==> config.mk <==
export PLATFORM = sky130hd
export DESIGN_NAME = uart_modport
export DESIGN_NICKNAME = d
export VERILOG_FILES = /design/src/rtl/uart_modport.sv
export SDC_FILE = /design/constraint.sdc
export NUM_CORES = 1
export LEC_CHECK = 0
export BUFFER_PORTS_ARGS = -buffer_cell sky130_fd_sc_hd__buf_2
export CORE_MARGIN = 3
export CORE_UTILIZATION = 40
export DETAILED_ROUTE_END_ITERATION = 6
export GPL_TIMING_DRIVEN = 0
export SLEW_MARGIN = 30
export SYNTH_ARGS = -nofsm -noshare
export SYNTH_HDL_FRONTEND = slang
export SYNTH_SLANG_ARGS = --single-unit
export TNS_END_PERCENT = 50
==> constraint.sdc <==
create_clock -name clk -period 6.6 [get_ports clk]
set_input_delay 0.66 -clock clk [delete_from_list [all_inputs] [get_ports clk]]
set_output_delay 0.66 -clock clk [all_outputs]
set_load 0.005 [all_outputs]
==> src/rtl/uart_modport.sv <==
// Byte-wide bus-slave UART with a 16550-style register map, TX/RX FIFOs,
// programmable baud divisor, 5-8 bit framing with parity, and internal loopback.
module uart_modport #(
    parameter int unsigned FIFO_DEPTH = 16
) (
    input  logic       clk,
    input  logic       rst_in,
    input  logic [2:0] addr_in,
    input  logic [7:0] data_in,
    output logic [7:0] data_out,
    input  logic [3:0] sel_in,
    input  logic       stb_in,
    input  logic       cyc_in,
    input  logic       wr_enb_in,
    output logic       ack_out,
    output logic       int_out,
    input  logic       rx_in,
    output logic       tx_out
);
    localparam int unsigned PW = $clog2(FIFO_DEPTH);
    localparam int unsigned CW = PW + 1;
    localparam logic [CW-1:0] Full = CW'(FIFO_DEPTH);

    typedef enum logic [2:0] {TxIdle, TxStart, TxData, TxParity, TxStop} tx_state_e;
    typedef enum logic [2:0] {RxIdle, RxStart, RxData, RxParity, RxStop} rx_state_e;

    // Parity bit for the active word length; stick parity overrides the data.
    function automatic logic par_calc(input logic [7:0] d, input logic [1:0] wlen,
                                      input logic even, input logic stick);
        logic p;
        p = ^(d & (8'hFF >> (2'd3 - wlen)));
        if (stick) return ~even;
        return even ? p : ~p;
    endfunction

    logic [3:0] ier_q;
    logic [7:0] lcr_q, scr_q, dll_q, dlm_q, rbr_q, dout_q;
    logic [4:0] mcr_q;
    logic [1:0] trig_q;
    logic       oe_q, pe_q, fe_q, bi_q, thre_q, ack_q, tx_out_q;
    logic       unused_sel;
    assign unused_sel = ^sel_in[3:1];

    // Bus request decode; one access per ack, so a held strobe acks every other cycle.
    logic req, wr, rd, dlab, thr_wr, rbr_rd, fcr_wr, iir_rd, lsr_rd;
    assign req    = stb_in & cyc_in & sel_in[0] & ~ack_q;
    assign wr     = req & wr_enb_in;
    assign rd     = req & ~wr_enb_in;
    assign dlab   = lcr_q[7];
    assign thr_wr = wr && addr_in == 3'd0 && !dlab;
    assign rbr_rd = rd && addr_in == 3'd0 && !dlab;
    assign fcr_wr = wr && addr_in == 3'd2;
    assign iir_rd = rd && addr_in == 3'd2;
    assign lsr_rd = rd && addr_in == 3'd5;

    // Baud generator: one 16x tick every {DLM,DLL} clocks, halted when zero.
    logic [15:0] div, baud_cnt_q;
    logic        baud_tick;
    assign div       = {dlm_q, dll_q};
    assign baud_tick = (div != 16'd0) && (baud_cnt_q >= div - 16'd1);
    always_ff @(posedge clk) begin
        if (rst_in || baud_tick || div == 16'd0) baud_cnt_q <= '0;
        else                                    baud_cnt_q <= baud_cnt_q + 16'd1;
    end

    // TX FIFO
    logic [7:0]    tx_mem [FIFO_DEPTH];
    logic [PW-1:0] tx_wp_q, tx_rp_q;
    logic [CW-1:0] tx_cnt_q;
    logic          tx_push, tx_pop;
    assign tx_push = thr_wr && tx_cnt_q != Full;

    // TX FIFO storage
    always_ff @(posedge clk) begin
        if (tx_push) tx_mem[tx_wp_q] <= data_in;
    end

    // TX FIFO pointers and occupancy
    always_ff @(posedge clk) begin
        if (rst_in || (fcr_wr && data_in[2])) begin
            tx_wp_q <= '0; tx_rp_q <= '0; tx_cnt_q <= '0;
        end else begin
            if (tx_push) tx_wp_q <= tx_wp_q + 1'b1;
            if (tx_pop)  tx_rp_q <= tx_rp_q + 1'b1;
            case ({tx_push, tx_pop})
                2'b10:   tx_cnt_q <= tx_cnt_q + 1'b1;
                2'b01:   tx_cnt_q <= tx_cnt_q - 1'b1;
                default: tx_cnt_q <= tx_cnt_q;
            endcase
        end
    end

    // Transmitter
    tx_state_e  tx_state_q, tx_state_d;
    logic [7:0] tx_shift_q, tx_shift_d;
    logic [2:0] tx_bit_q, tx_bit_d, nbits_m1;
    logic [3:0] tx_tick_q, tx_tick_d;
    logic       tx_par_q, tx_par_d, txd, tx_line, tx_end;
    assign nbits_m1 = {1'b1, lcr_q[1:0]};
    assign tx_end   = baud_tick && tx_tick_q == 4'hF;

    // TX state register
    always_ff @(posedge clk) begin
        if (rst_in) begin
            tx_state_q <= TxIdle; tx_shift_q <= '0; tx_bit_q <= '0;
            tx_tick_q  <= '0;     tx_par_q   <= 1'b0;
        end else begin
            tx_state_q <= tx_state_d; tx_shift_q <= tx_shift_d; tx_bit_q <= tx_bit_d;
            tx_tick_q  <= tx_tick_d;  tx_par_q   <= tx_par_d;
        end
    end

    // TX next state: start, data LSB-first, optional parity, 1 or 2 stop bits
    always_comb begin
        tx_state_d = tx_state_q;
        tx_shift_d = tx_shift_q;
        tx_bit_d   = tx_bit_q;
        tx_tick_d  = tx_tick_q + {3'b000, baud_tick};
        tx_par_d   = tx_par_q;
        tx_pop     = 1'b0;
        txd        = 1'b1;
        unique case (tx_state_q)
            TxIdle: begin
                tx_tick_d = '0;
                if (tx_cnt_q != '0) begin
                    tx_pop     = 1'b1;
                    tx_shift_d = tx_mem[tx_rp_q];
                    tx_par_d   = par_calc(tx_mem[tx_rp_q], lcr_q[1:0], lcr_q[4], lcr_q[5]);
                    tx_state_d = TxStart;
                end
            end
            TxStart: begin
                txd = 1'b0;
                if (tx_end) begin tx_state_d = TxData; tx_bit_d = '0; end
            end
            TxData: begin
                txd = tx_shift_q[0];
                if (tx_end) begin
                    tx_shift_d = tx_shift_q >> 1;
                    tx_bit_d   = tx_bit_q + 3'd1;
                    if (tx_bit_q == nbits_m1) begin
                        tx_bit_d   = '0;
                        tx_state_d = lcr_q[3] ? TxParity : TxStop;
                    end
                end
            end
            TxParity: begin
                txd = tx_par_q;
                if (tx_end) begin tx_state_d = TxStop; tx_bit_d = '0; end
            end
            TxStop: begin
                if (tx_end) begin
                    if (tx_bit_q == 3'd0 && lcr_q[2]) begin
                        tx_bit_d = 3'd1;
                    end else if (tx_cnt_q != '0) begin
                        // Back-to-back: next byte starts straight after the stop bit.
                        tx_pop     = 1'b1;
                        tx_shift_d = tx_mem[tx_rp_q];
                        tx_par_d   = par_calc(tx_mem[tx_rp_q], lcr_q[1:0], lcr_q[4], lcr_q[5]);
                        tx_state_d = TxStart;
                    end else begin
                        tx_state_d = TxIdle;
                    end
                end
            end
            default: tx_state_d = TxIdle;
        endcase
    end

    assign tx_line = lcr_q[6] ? 1'b0 : txd;

    // Receiver input: synchronise the pad; loopback takes the internal TX line.
    logic [1:0] rx_sync_q;
    logic       rx_prev_q, rx_line;
    assign rx_line = mcr_q[4] ? tx_line : rx_sync_q[1];
    always_ff @(posedge clk) begin
        if (rst_in) begin
            rx_sync_q <= 2'b11; rx_prev_q <= 1'b1; tx_out_q <= 1'b1;
        end else begin
            rx_sync_q <= {rx_sync_q[0], rx_in};
            rx_prev_q <= rx_line;
            tx_out_q  <= mcr_q[4] ? 1'b1 : tx_line;
        end
    end

    // Receiver
    rx_state_e  rx_state_q, rx_state_d;
    logic [7:0] rx_shift_q, rx_shift_d, rx_data;
    logic [2:0] rx_bit_q, rx_bit_d;
    logic [3:0] rx_tick_q, rx_tick_d;
    logic       rx_pe_q, rx_pe_d, rx_zero_q, rx_zero_d, rx_sample;
    logic       rx_push, rx_full, rx_fe, rx_bi;
    assign rx_data   = rx_shift_q >> (2'd3 - lcr_q[1:0]);
    assign rx_sample = baud_tick && rx_tick_q == ((rx_state_q == RxStart) ? 4'd7 : 4'd15);

    // RX state register
    always_ff @(posedge clk) begin
        if (rst_in) begin
            rx_state_q <= RxIdle; rx_shift_q <= '0; rx_bit_q <= '0;
            rx_tick_q  <= '0;     rx_pe_q    <= 1'b0; rx_zero_q <= 1'b0;
        end else begin
            rx_state_q <= rx_state_d; rx_shift_q <= rx_shift_d; rx_bit_q  <= rx_bit_d;
            rx_tick_q  <= rx_tick_d;  rx_pe_q    <= rx_pe_d;    rx_zero_q <= rx_zero_d;
        end
    end

    // RX next state: start confirmed at tick 8, then every bit sampled mid-bit
    always_comb begin
        rx_state_d = rx_state_q;
        rx_shift_d = rx_shift_q;
        rx_bit_d   = rx_bit_q;
        rx_tick_d  = rx_tick_q + {3'b000, baud_tick};
        rx_pe_d    = rx_pe_q;
        rx_zero_d  = rx_zero_q;
        rx_push    = 1'b0;
        rx_fe      = 1'b0;
        rx_bi      = 1'b0;
        unique case (rx_state_q)
            RxIdle: begin
                rx_tick_d = '0;
                if (rx_prev_q && !rx_line) rx_state_d = RxStart;
            end
            RxStart: begin
                if (rx_sample) begin
                    rx_tick_d  = '0;
                    rx_bit_d   = '0;
                    rx_pe_d    = 1'b0;
                    rx_zero_d  = 1'b1;
                    rx_state_d = rx_line ? RxIdle : RxData;
                end
            end
            RxData: begin
                if (rx_sample) begin
                    rx_shift_d = {rx_line, rx_shift_q[7:1]};
                    rx_zero_d  = rx_zero_q & ~rx_line;
                    rx_bit_d   = rx_bit_q + 3'd1;
                    if (rx_bit_q == nbits_m1) rx_state_d = lcr_q[3] ? RxParity : RxStop;
                end
            end
            RxParity: begin
                if (rx_sample) begin
                    rx_pe_d    = rx_line != par_calc(rx_data, lcr_q[1:0], lcr_q[4], lcr_q[5]);
                    rx_zero_d  = rx_zero_q & ~rx_line;
                    rx_state_d = RxStop;
                end
            end
            RxStop: begin
                if (rx_sample) begin
                    rx_push    = 1'b1;
                    rx_fe      = ~rx_line;
                    rx_bi      = rx_zero_q & ~rx_line;
                    rx_state_d = RxIdle;
                end
            end
            default: rx_state_d = RxIdle;
        endcase
    end

    // RX FIFO carries a per-entry error flag for LSR[7]
    logic [7:0]    rx_mem  [FIFO_DEPTH];
    logic          rx_emem [FIFO_DEPTH];
    logic [PW-1:0] rx_wp_q, rx_rp_q;
    logic [CW-1:0] rx_cnt_q, trig_lvl;
    logic          rx_wr, rx_pop, rx_err_any;
    assign rx_full = rx_cnt_q == Full;
    assign rx_wr   = rx_push & ~rx_full;
    assign rx_pop  = rbr_rd && rx_cnt_q != '0;

    // RX FIFO storage
    always_ff @(posedge clk) begin
        if (rx_wr) begin
            rx_mem[rx_wp_q]  <= rx_data;
            rx_emem[rx_wp_q] <= rx_pe_q | rx_fe | rx_bi;
        end
    end

    // RX FIFO pointers and occupancy
    always_ff @(posedge clk) begin
        if (rst_in || (fcr_wr && data_in[1])) begin
            rx_wp_q <= '0; rx_rp_q <= '0; rx_cnt_q <= '0;
        end else begin
            if (rx_wr)  rx_wp_q <= rx_wp_q + 1'b1;
            if (rx_pop) rx_rp_q <= rx_rp_q + 1'b1;
            case ({rx_wr, rx_pop})
                2'b10:   rx_cnt_q <= rx_cnt_q + 1'b1;
                2'b01:   rx_cnt_q <= rx_cnt_q - 1'b1;
                default: rx_cnt_q <= rx_cnt_q;
            endcase
        end
    end

    // Any occupied RX entry flagged with an error
    always_comb begin
        rx_err_any = 1'b0;
        for (int i = 0; i < FIFO_DEPTH; i++) begin
            if (CW'(i) < rx_cnt_q) rx_err_any = rx_err_any | rx_emem[rx_rp_q + PW'(i)];
        end
    end

    // Line status, interrupt sources and identification
    logic [7:0] lsr, rdata;
    logic [3:0] iir_id;
    always_comb begin
        case (trig_q)
            2'd0:    trig_lvl = CW'(1);
            2'd1:    trig_lvl = CW'(4);
            2'd2:    trig_lvl = CW'(8);
            default: trig_lvl = CW'(14);
        endcase
        lsr = {rx_err_any, tx_cnt_q == '0 && tx_state_q == TxIdle, tx_cnt_q == '0,
               bi_q, fe_q, pe_q, oe_q, rx_cnt_q != '0};
        if (ier_q[2] && (oe_q | pe_q | fe_q | bi_q)) iir_id = 4'h6;
        else if (ier_q[0] && rx_cnt_q >= trig_lvl)   iir_id = 4'h4;
        else if (ier_q[1] && thre_q)                 iir_id = 4'h2;
        else                                         iir_id = 4'h1;
    end
    assign int_out = ~iir_id[0];

    // Read data mux
    always_comb begin
        case (addr_in)
            3'd0:    rdata = dlab ? dll_q : (rx_cnt_q != '0 ? rx_mem[rx_rp_q] : rbr_q);
            3'd1:    rdata = dlab ? dlm_q : {4'h0, ier_q};
            3'd2:    rdata = {4'hC, iir_id};
            3'd3:    rdata = lcr_q;
            3'd4:    rdata = {3'b000, mcr_q};
            3'd5:    rdata = lsr;
            3'd7:    rdata = scr_q;
            default: rdata = 8'h00;
        endcase
    end

    // Bus acknowledge, registered read data and register writes
    always_ff @(posedge clk) begin
        if (rst_in) begin
            ack_q <= 1'b0; dout_q <= '0; ier_q <= '0; lcr_q <= 8'h03; mcr_q <= '0;
            scr_q <= '0; dll_q <= 8'h01; dlm_q <= '0; trig_q <= '0; rbr_q <= '0;
        end else begin
            ack_q <= req;
            if (req)    dout_q <= wr_enb_in ? 8'h00 : rdata;
            if (rx_pop) rbr_q  <= rx_mem[rx_rp_q];
            if (wr) begin
                case (addr_in)
                    3'd0: if (dlab) dll_q <= data_in;
                    3'd1: if (dlab) dlm_q <= data_in; else ier_q <= data_in[3:0];
                    3'd2: trig_q <= data_in[7:6];
                    3'd3: lcr_q  <= data_in;
                    3'd4: mcr_q  <= data_in[4:0];
                    3'd7: scr_q  <= data_in;
                    default: ;
                endcase
            end
        end
    end

    // Sticky line-status errors and THR-empty flag
    always_ff @(posedge clk) begin
        if (rst_in) begin
            oe_q <= 1'b0; pe_q <= 1'b0; fe_q <= 1'b0; bi_q <= 1'b0; thre_q <= 1'b0;
        end else begin
            if (lsr_rd) begin
                oe_q <= 1'b0; pe_q <= 1'b0; fe_q <= 1'b0; bi_q <= 1'b0;
            end
            if (rx_push) begin
                if (rx_full) oe_q <= 1'b1;
                if (rx_pe_q) pe_q <= 1'b1;
                if (rx_fe)   fe_q <= 1'b1;
                if (rx_bi)   bi_q <= 1'b1;
            end
            if (iir_rd || thr_wr)                            thre_q <= 1'b0;
            if (tx_pop && !tx_push && tx_cnt_q == CW'(1))    thre_q <= 1'b1;
        end
    end

    assign ack_out  = ack_q;
    assign data_out = dout_q;
    assign tx_out   = tx_out_q;

endmodule

==> impl_metrics.env, run 1 <==
export IMPL_coreArea_sq_mm=0.04905
export IMPL_preCtsSetupSlack_ps=814.7
export IMPL_dpl_hpwl_microns=33650
export IMPL_synth_edf_count=272
export IMPL_swShare=0.2552
export IMPL_clock_sinks=430
export IMPL_cp_required_ps=6800
export IMPL_worst_pin_slew_ps=965.2
export IMPL_numPortBuffers=27
export IMPL_internal_power_mw=4.961
export IMPL_netlist_area_sq_mm=0.01993
export IMPL_syn_inst=1536
export IMPL_pwr_share_comb=0.146
export IMPL_die_h_microns=229.2
export IMPL_endpoint_kind="register"
export IMPL_drive_gt1_frac=0.1693
export IMPL_crit_arrival_ps=6000
export IMPL_initial_utilization=0.4063
export IMPL_cts_path_max_buffers=3
export IMPL_htree_num_levels=2
export IMPL_setup_ws_ps=796.0
export IMPL_grt_max_degree=24
export IMPL_post_cts_setup_buffers=0
export IMPL_rows=81
export IMPL_num_vias=12770
export IMPL_cp_start_kind="register"
export IMPL_track_usage=0.1860
export IMPL_final_cell_mix="272 x edfxtp_1, 158 x dfxtp_1, 155 x nor2_1"
export IMPL_seqPwrFrac=0.443
export IMPL_final_common_cell="edfxtp_1"
export IMPL_ys_warn_count=0
export IMPL_min_period_over_period=0.8794
export IMPL_p_sw_mw=1.700
export IMPL_setup_viol_count_final=0
export IMPL_antenna_found_initial=2
export IMPL_yosysSeqAreaShare=0.5686
export IMPL_async_reset_ff_frac=0
export IMPL_syn_avg_cell_area_sq_um=12.97
export IMPL_pwr_share_clk=0.412
export IMPL_period_minus_slack_ps=5804
export IMPL_drtAntennaViolNets=0
export IMPL_worst_r2r_setup_slack_ps=800
export IMPL_final_hold_viol_count=0
export IMPL_finalNetCount=1691
export IMPL_drv_cap=0
export IMPL_antennaDiodeCount=0
export IMPL_drtIter0Drc=1106
export IMPL_cts_tree="done"
export IMPL_skew_ps=41.48
export IMPL_final_setup_tns_ps=0
export IMPL_drtPass1Iterations=7
export IMPL_grt_ovfl_total=0
export IMPL_hp_class="in2reg"
export IMPL_grt_first_pass_wirelength_microns=75650
export IMPL_area_growth_pct=13.73
export IMPL_wl_microns=49000
export IMPL_relSlewSlack=0.3541
export IMPL_path_class="reg2reg"
export IMPL_ys_ff_latch=430
export IMPL_ctsResizeCount=0
export IMPL_wl_per_cell_microns=21.14
export IMPL_route_detailed_drc=0
export IMPL_insertion_delay_ps=600
export IMPL_synth_distinct_cells=71
export IMPL_place_congestion=0.8698
export IMPL_drv_slew=0
export IMPL_die_x_microns=229.2
export IMPL_p_leak_nw=7.625
export IMPL_clock_tree_root_cell="clkbuf_16"
export IMPL_p_per_area_mw_per_mm2=293.9
export IMPL_hold_buffers=0
export IMPL_ir_drop_mv=0.2359
export IMPL_ff2ff_path_depth=20
export IMPL_cts_buffers=47
export IMPL_grt_pass1_vias=12620
export IMPL_worstPathMaxFanout=10
export IMPL_rsz0062_at_grt="no"
export IMPL_synth_net_count=1611
export IMPL_hold_path_depth=2
export IMPL_viasPerCell=5.508
export IMPL_status="finished, final reports clean"
export IMPL_synth_ff_type="edfxtp_1"
export IMPL_num_io_pins=32
export IMPL_dieArea_sq_mm=0.05253
export IMPL_path_clk_slew_ps=60
export IMPL_max_freq_ghz=0.1723
registers in the layout (all words and copies together), names as in the netlist, 16 cells and up, named ones only:
register / count
baud_cnt_q: 16
tx_mem: 128
rx_mem: 128
rx_emem: 16
power groups by stage:
stage / registers (mW) / clock network [mW] / logic (mW)
finish: 2.95 / 2.74 / 0.970
global route: 2.96 / 2.93 / 1.06
CTS: 2.95 / 2.80 / 0.976
detailed placement: 3.00 / 0 / 0.969
global placement: 3.00 / 0 / 0.951
floorplan: 2.99 / 0 / 0.720
critical path, stage by stage (launching register included):
cell and delay (ps):
dfxtp_1 340, inv_1 140, ha_1 200, nand2_1 80
or3_1 340, or2_1 250, nand2b_1 220, nor4_1 260
xnor2_1 110, ha_1 290, nand4_1 130, nor2_1 170
a21oi_1 90, o211ai_1 100, a41oi_1 120, clkbuf_1 350
nor4_2 870, and2_0 210, clkbuf_1 250, nand2_1 230
nor2_2 640
stage by stage:
step | hold WS, ps | cell area (sq um) | cells | util | total power, mW
floorplan | 389.5 | 19930 | 1536 | - | 3.712
global placement | 391.9 | 20890 | 2227 | 0.4260 | 3.953
detailed placement | 396.9 | 21030 | 2231 | 0.4288 | 3.974
CTS | 258.9 | 22660 | 2318 | 0.4620 | 6.724
global route | 274.9 | 22660 | 2318 | 0.4620 | 6.942
finish | 280.1 | 22660 | 2318 | 0.4620 | 6.662
path summary, 6_finish.rpt:
kind / to / start
setup / recovery: rx_emem[10]$_DFFE_PP_ / dll_q[0]$_SDFFE_PP1P_
hold / removal: rx_sync_q[0]$_SDFF_PP1_ / rx_in
setup reg to reg: rx_emem[10]$_DFFE_PP_ / dll_q[0]$_SDFFE_PP1P_
hold reg to reg: rx_sync_q[1]$_SDFF_PP1_ / rx_sync_q[0]$_SDFF_PP1_
cells in the mapped netlist, drive strengths merged, types with 7 or more instances:
| master | n | share of area |
|---|---|---|
| a31oi | 7 | 0.0022 |
| nor3 | 24 | 0.0068 |
| nor2 | 167 | 0.031 |
| xor2 | 34 | 0.015 |
| nand2b | 21 | 0.0066 |
| mux2i | 75 | 0.038 |
| nor2b | 15 | 0.0047 |
| mux2 | 9 | 0.0051 |
| buf | 28 | 0.0080 |
| and2 | 13 | 0.0041 |
| mux4 | 107 | 0.12 |
| nor4 | 9 | 0.0031 |
| a22oi | 19 | 0.0072 |
| o21ai | 38 | 0.0095 |
| or3 | 14 | 0.0044 |
| a21o | 10 | 0.0038 |
| nand2 | 114 | 0.021 |
| and3 | 12 | 0.0038 |
| inv | 23 | 0.0043 |
| dfxtp | 158 | 0.16 |
| nand4 | 9 | 0.0028 |
| nand3 | 31 | 0.0078 |
| edfxtp | 272 | 0.41 |
| a21oi | 90 | 0.023 |
| clkbuf | 60 | 0.011 |
| xnor2 | 48 | 0.022 |
| ha | 54 | 0.034 |
kinds of logic after synthesis:
logic type,count (synthesis),share of synthesized area
XOR/XNOR,82,0.03717
flip-flops,430,0.5686
adder cells (fa/ha/maj),54,0.03390
buffers and inverters,111,0.02361
multiplexers,191,0.1637
AO/OA/AOI/OAI,213,0.06593
AND/OR/NAND/NOR,455,0.1071
per-layer routing:
layer / track usage / vias to the layer above / wire [microns]
li1: - / 5940 / -
met1: 0.2523 / 6397 / 21300
met2: 0.3094 / 347 / 23780
met3: 0.03097 / 81 / 2703
met4: 0.05353 / 2 / 1196
met5: 0 / - / 13
layout make-up:
cell class,instances,area [sq um]
repair buffers,31,168.9
well taps,664,830.8
plain buffers,88,385.4
fillers,4415,26390
flip-flops and latches,430,11330
inverters,23,86.33
multi-input cells,995,8232
clock buffers,59,1251
clock inverters,28,379.1
No activity file was read; power rests on OpenSTA's default activity.
==> inputs of run 2 (changes only) <==
--- a/config.mk
+++ b/config.mk
@@ -8,6 +8,7 @@
 export BUFFER_PORTS_ARGS = -buffer_cell sky130_fd_sc_hd__buf_2
 export CORE_MARGIN = 3
 export CORE_UTILIZATION = 40
+export CTS_BUF_LIST = sky130_fd_sc_hd__clkbuf_16
 export DETAILED_ROUTE_END_ITERATION = 6
 export GPL_TIMING_DRIVEN = 0
 export SLEW_MARGIN = 30
==> run 2 against run 1 <==
Against the previous run: cell count is the same; clock skew grew 6.0 ps; sequential power is essentially flat; clock-buffer cell count shrank 12; hold slack gained 7.7 ps; setup slack lost 1.7 ps; critical endpoint unchanged; largest power group unchanged.
==> impl_metrics.env, run 2 (synthesis gave the netlist of run 1 again) <==
export IMPL_ff2ff_path_depth=20
export IMPL_cp_required_ps=6790
export IMPL_status="finished, final reports clean"
export IMPL_antenna_found_initial=2
export IMPL_route_detailed_drc=0
export IMPL_numPortBuffers=27
export IMPL_drive_gt1_frac=0.1681
export IMPL_final_cells=2318
export IMPL_hold_end="rx_sync_q[0]$_SDFF_PP1_"
export IMPL_worst_pin_slew_ps=966.1
export IMPL_p_sw_mw=1.701
export IMPL_seqPwrFrac=0.446
export IMPL_swShare=0.2572
export IMPL_dpl_hpwl_microns=33650
export IMPL_place_inst=2231
export IMPL_path_class="reg2reg"
export IMPL_pwr_share_clk=0.407
export IMPL_wl_microns=48950
export IMPL_wl_per_cell_microns=21.12
export IMPL_rsz0062_at_grt="no"
export IMPL_track_usage=0.1856
export IMPL_hp_class="in2reg"
export IMPL_final_cell_mix="272 x edfxtp_1, 158 x dfxtp_1, 155 x nor2_1"
export IMPL_multiInputGateArea_sq_mm=0.008232
export IMPL_min_period_over_period=0.8797
export IMPL_r2r_start="dll_q[0]$_SDFFE_PP1P_"
export IMPL_grt_pass1_vias=12610
export IMPL_rows=81
export IMPL_num_vias=12760
export IMPL_skew_ps=47.49
export IMPL_antennaDiodeCount=0
export IMPL_relSlewSlack=0.3432
export IMPL_met1_usage=0.2512
export IMPL_num_io_pins=32
export IMPL_grt_first_pass_wirelength_microns=75530
export IMPL_post_cts_setup_buffers=0
export IMPL_grt_busiest_layer="met2"
export IMPL_worstPathMaxFanout=10
export IMPL_drv_cap=0
export IMPL_drtPass1Iterations=5
export IMPL_viasPerCell=5.504
export IMPL_path_depth=20
export IMPL_place_congestion=0.8698
export IMPL_hold_path_depth=2
export IMPL_p_per_area_mw_per_mm2=292.2
export IMPL_cp_start_kind="register"
export IMPL_period_minus_slack_ps=5806
export IMPL_drv_slew=0
export IMPL_crit_arrival_ps=6000
export IMPL_ctsResizeCount=0
export IMPL_final_setup_tns_ps=0
export IMPL_coreArea_sq_mm=0.04905
export IMPL_final_seq_area_sq_mm=0.01133
export IMPL_cp_top_family="simple AND/OR/NAND/NOR gates"
export IMPL_area_growth_pct=13.58
export IMPL_drtIter0Drc=1111
export IMPL_fill_cells=4416
export IMPL_worst_r2r_setup_slack_ps=790
export IMPL_initial_utilization=0.4063
export IMPL_max_freq_ghz=0.1722
export IMPL_met2_usage=0.3086
export IMPL_dieArea_sq_mm=0.05253
export IMPL_path_clk_slew_ps=60
export IMPL_drtAntennaViolNets=0
export IMPL_top_regs="rx_mem x128, tx_mem x128"
export IMPL_internal_power_mw=4.912
export IMPL_setup_viol_count_final=0
export IMPL_insertion_delay_ps=600
export IMPL_cp_num_buf_inv=3
export IMPL_critical_path_cell_chain="inv_1, ha_1, nand2_1, or3_1, or2_1, nand2b_1, nor4_1, xnor2_1, ha_1, nand4_1, nor2_1, a21oi_1, o211ai_1, a41oi_1, clkbuf_1, nor4_2, and2_0, clkbuf_1, nand2_1, nor2_2"
export IMPL_cts_buffers=47
export IMPL_die_x_microns=229.2
export IMPL_hp_start="rx_in"
export IMPL_pwr_share_comb=0.147
export IMPL_grt_max_degree=24
export IMPL_cts_tree="done"
export IMPL_clock_tree_root_cell="clkbuf_16"
export IMPL_reg2reg_to="rx_emem[10]$_DFFE_PP_"
export IMPL_hold_buffers=0
export IMPL_ir_drop_mv=0.2045
export IMPL_finalNetCount=1691
export IMPL_final_common_cell="edfxtp_1"
export IMPL_clock_sinks=430
export IMPL_grt_ovfl_total=0
export IMPL_cts_path_max_buffers=3
export IMPL_p_leak_nw=7.648
export IMPL_crit_slowest_cell="nor4_2"
export IMPL_grtUsageMet3=0.03172
export IMPL_htree_num_levels=2
export IMPL_final_hold_viol_count=0
export IMPL_critical_path_max_stage_delay_ps=870
export IMPL_die_h_microns=229.2
export IMPL_endpoint_kind="register"
-- run 2: final cells by class --
cell class              count  area share
repair buffers             31    0.007463
clock buffers              47     0.05196
plain buffers              88     0.01703
clock inverters            40     0.01874
well taps                 664     0.03671
flip-flops and latches    430      0.5006
inverters                  23    0.003814
multi-input cells         995      0.3637
-- run 2: how the worst max path moves through the flow --
stage | startpoint | endpoint
6_report | dll_q[0]$_SDFFE_PP1P_ | rx_emem[10]$_DFFE_PP_
5_1_grt | dll_q[0]$_SDFFE_PP1P_ | rx_emem[14]$_DFFE_PP_
4_1_cts | dll_q[0]$_SDFFE_PP1P_ | rx_emem[14]$_DFFE_PP_
3_5_place_dp | dll_q[0]$_SDFFE_PP1P_ | rx_mem[10][2]$_DFFE_PP_
3_3_place_gp | dll_q[0]$_SDFFE_PP1P_ | rx_mem[2][3]$_DFFE_PP_
2_1_floorplan | dll_q[0]$_SDFFE_PP1P_ | rx_emem[0]$_DFFE_PP_
-- run 2: power by group through the flow --
stage	sequential [mW]	combinational [mW]	clock, mW
after floorplan	2.99	0.720	0
after global placement	3.00	0.951	0
after detailed placement	3.00	0.969	0
after CTS	2.95	0.976	2.75
after global routing	2.96	1.06	2.87
final	2.95	0.970	2.69
-- run 2: per-layer routing --
layer,up-vias,part of all wire
li1,5936,-
met1,6396,0.44
met2,332,0.49
met3,92,0.051
met4,2,0.026
met5,-,0.00027
-- run 2: per-stage QoR --
step	cell area, sq um	worst slack, ps	total power, mW	utilization	hold WS [ps]
after floorplan	19930	1805	3.712	-	389.5
after global placement	20890	265.3	3.953	0.4260	391.9
after detailed placement	21030	814.7	3.974	0.4288	396.9
after CTS	22630	714.5	6.672	0.4614	266.4
after global routing	22630	344.2	6.889	0.4614	283.6
final	22630	794.3	6.614	0.4614	287.8
==> inputs of run 3 (changes only) <==
--- a/config.mk
+++ b/config.mk
@@ -7,7 +7,7 @@
 export LEC_CHECK = 0
 export BUFFER_PORTS_ARGS = -buffer_cell sky130_fd_sc_hd__buf_2
 export CORE_MARGIN = 3
-export CORE_UTILIZATION = 40
+export CORE_UTILIZATION = 45
 export CTS_BUF_LIST = sky130_fd_sc_hd__clkbuf_16
 export DETAILED_ROUTE_END_ITERATION = 6
 export GPL_TIMING_DRIVEN = 0
==> run 3 against run 2 <==
Against the previous run: register-to-register slack got worse by 50 ps; sequential share of layout area rose by 0.10 points; setup slack got worse by 53 ps; first-iteration DRC count fell by 22%; die area fell by 11%; non-clock buffer count rose by 1; sequential power barely moved; cell count fell by 3.3%; wire length fell by 0.67%; clock-buffer cell count did not move; fmax fell by 0.90%; clock skew fell by 18 ps.
==> impl_metrics.env, run 3 (synthesis gave the netlist of run 1 again) <==
export IMPL_cp_num_buf_inv=3
export IMPL_path_class="reg2reg"
export IMPL_path_clk_slew_ps=60
export IMPL_place_area_sq_mm=0.02094
export IMPL_track_usage=0.2092
export IMPL_drv_cap=0
export IMPL_skew_ps=29.33
export IMPL_final_cell_mix="272 x edfxtp_1, 158 x dfxtp_1, 155 x nor2_1"
export IMPL_htree_num_levels=2
export IMPL_num_io_pins=32
export IMPL_status="finished, final reports clean"
export IMPL_final_common_cell="edfxtp_1"
export IMPL_worst_pin_slew_ps=1000
export IMPL_fill_cells=3730
export IMPL_rows=76
export IMPL_grt_max_degree=24
export IMPL_grt_ovfl_total=0
export IMPL_cts_buffers=47
export IMPL_setup_viol_count_final=0
export IMPL_clock_sinks=430
export IMPL_die_h_microns=216.4
export IMPL_grt_pass1_vias=12600
export IMPL_drtIter0Drc=869
export IMPL_route_detailed_drc=0
export IMPL_critical_path_cell_chain="inv_1, ha_1, nand2_1, or3_1, or2_1, nand2b_1, nor4_1, xnor2_1, ha_1, nand4_1, nor2_1, a21oi_1, o211ai_1, a41oi_1, clkbuf_1, nor4_2, and2_0, clkbuf_1, nand2_1, nor2_2"
export IMPL_place_congestion=0.9349
export IMPL_worstPathMaxFanout=10
export IMPL_final_hold_viol_count=0
export IMPL_numPortBuffers=27
export IMPL_grt_first_pass_wirelength_microns=75710
export IMPL_final_area_sq_mm=0.02259
export IMPL_num_vias=12830
export IMPL_crit_slowest_cell="nor4_2"
export IMPL_dpl_hpwl_microns=33230
export IMPL_hp_class="in2reg"
export IMPL_die_x_microns=216.4
export IMPL_viasPerCell=5.726
export IMPL_post_cts_setup_buffers=0
export IMPL_p_per_area_mw_per_mm2=296.4
export IMPL_min_period_over_period=0.8877
export IMPL_drtPass1Iterations=5
export IMPL_hold_buffers=0
export IMPL_final_setup_tns_ps=0
export IMPL_max_freq_ghz=0.1707
export IMPL_antennaDiodeCount=0
export IMPL_period_minus_slack_ps=5859
export IMPL_dieArea_sq_mm=0.04684
export IMPL_drv_slew=0
export IMPL_crit_arrival_ps=6060
export IMPL_cts_tree="done"
export IMPL_cp_required_ps=6800
export IMPL_wl_per_cell_microns=21.70
export IMPL_critical_path_max_stage_delay_ps=930
export IMPL_cts_path_max_buffers=3
export IMPL_cp_start_kind="register"
export IMPL_drtAntennaViolNets=0
export IMPL_initial_utilization=0.4596
export IMPL_antenna_found_initial=0
export IMPL_p_leak_nw=7.668
export IMPL_drive_gt1_frac=0.1649
export IMPL_area_growth_pct=13.35
export IMPL_finalNetCount=1692
export IMPL_ctsResizeCount=0
export IMPL_relSlewSlack=0.3278
export IMPL_endpoint_kind="register"
export IMPL_rsz0062_at_grt="no"
export IMPL_insertion_delay_ps=590
export IMPL_top_regs="rx_mem x128, tx_mem x128"
export IMPL_coreArea_sq_mm=0.04336
export IMPL_wl_microns=48620
export IMPL_clock_tree_root_cell="clkbuf_16"
export IMPL_cp_top_family="simple AND/OR/NAND/NOR gates"
export IMPL_ir_drop_mv=0.2343
[run 3: cell types whose count changed in the layout (fill, tap and decap cells not counted), sizes merged]
cell	delta
bufinv	+2
buf	+1
inv	-1
clkinvlp	-1
clkinv	+1
[run 3: power by group]
part	leakage [nW]	switching (mW)	internal (mW)	total, mW
Combinational	3.10	0.547	0.423	0.970
Sequential	3.74	0.0464	2.90	2.95
Clock	0.835	1.12	1.66	2.78
[run 3: routing by layer]
metal	global-route usage	wire length, microns	up-vias
li1	-	-	5939
met2	0.3438	23430	371
met5	0	0	-
met1	0.2891	21480	6441
met4	0.06807	1346	0
met3	0.03001	2356	82
[run 3: worst paths after layout]
kind | from | end | slack (ps) | cells past startpoint
max | dll_q[0]$_SDFFE_PP1P_ | rx_mem[10][4]$_DFFE_PP_ | 740 | 20
min | rx_in | rx_sync_q[0]$_SDFF_PP1_ | 260 | 2
max reg2reg | dll_q[0]$_SDFFE_PP1P_ | rx_mem[10][4]$_DFFE_PP_ | 740 | 20
min reg2reg | rx_sync_q[0]$_SDFF_PP1_ | rx_sync_q[1]$_SDFF_PP1_ | 410 | 1
[run 3: layout make-up]
cell class,count,area [sq um],share of cell area
timing repair buffer,32,191.4,0.008475
buffer,88,384.1,0.01700
clock inverter,41,456.7,0.02022
sequential,430,11330,0.5016
inverter,23,86.33,0.003822
clock buffer,47,1176,0.05207
multi-input combinational,995,8232,0.3644
tap,585,732.0,0.03240
[run 3: through the flow]
stage	util	hold WS, ps	power (mW)	setup WS [ps]	std cells
after floorplan	-	389.5	3.712	1805	1536
after global placement	0.4796	391.5	3.955	203.9	2148
after detailed placement	0.4830	411.9	3.971	612.7	2153
after CTS	0.5206	233.0	6.754	577.4	2241
after global routing	0.5209	248.7	6.959	395.5	2241
final	0.5209	264.7	6.696	741.5	2241
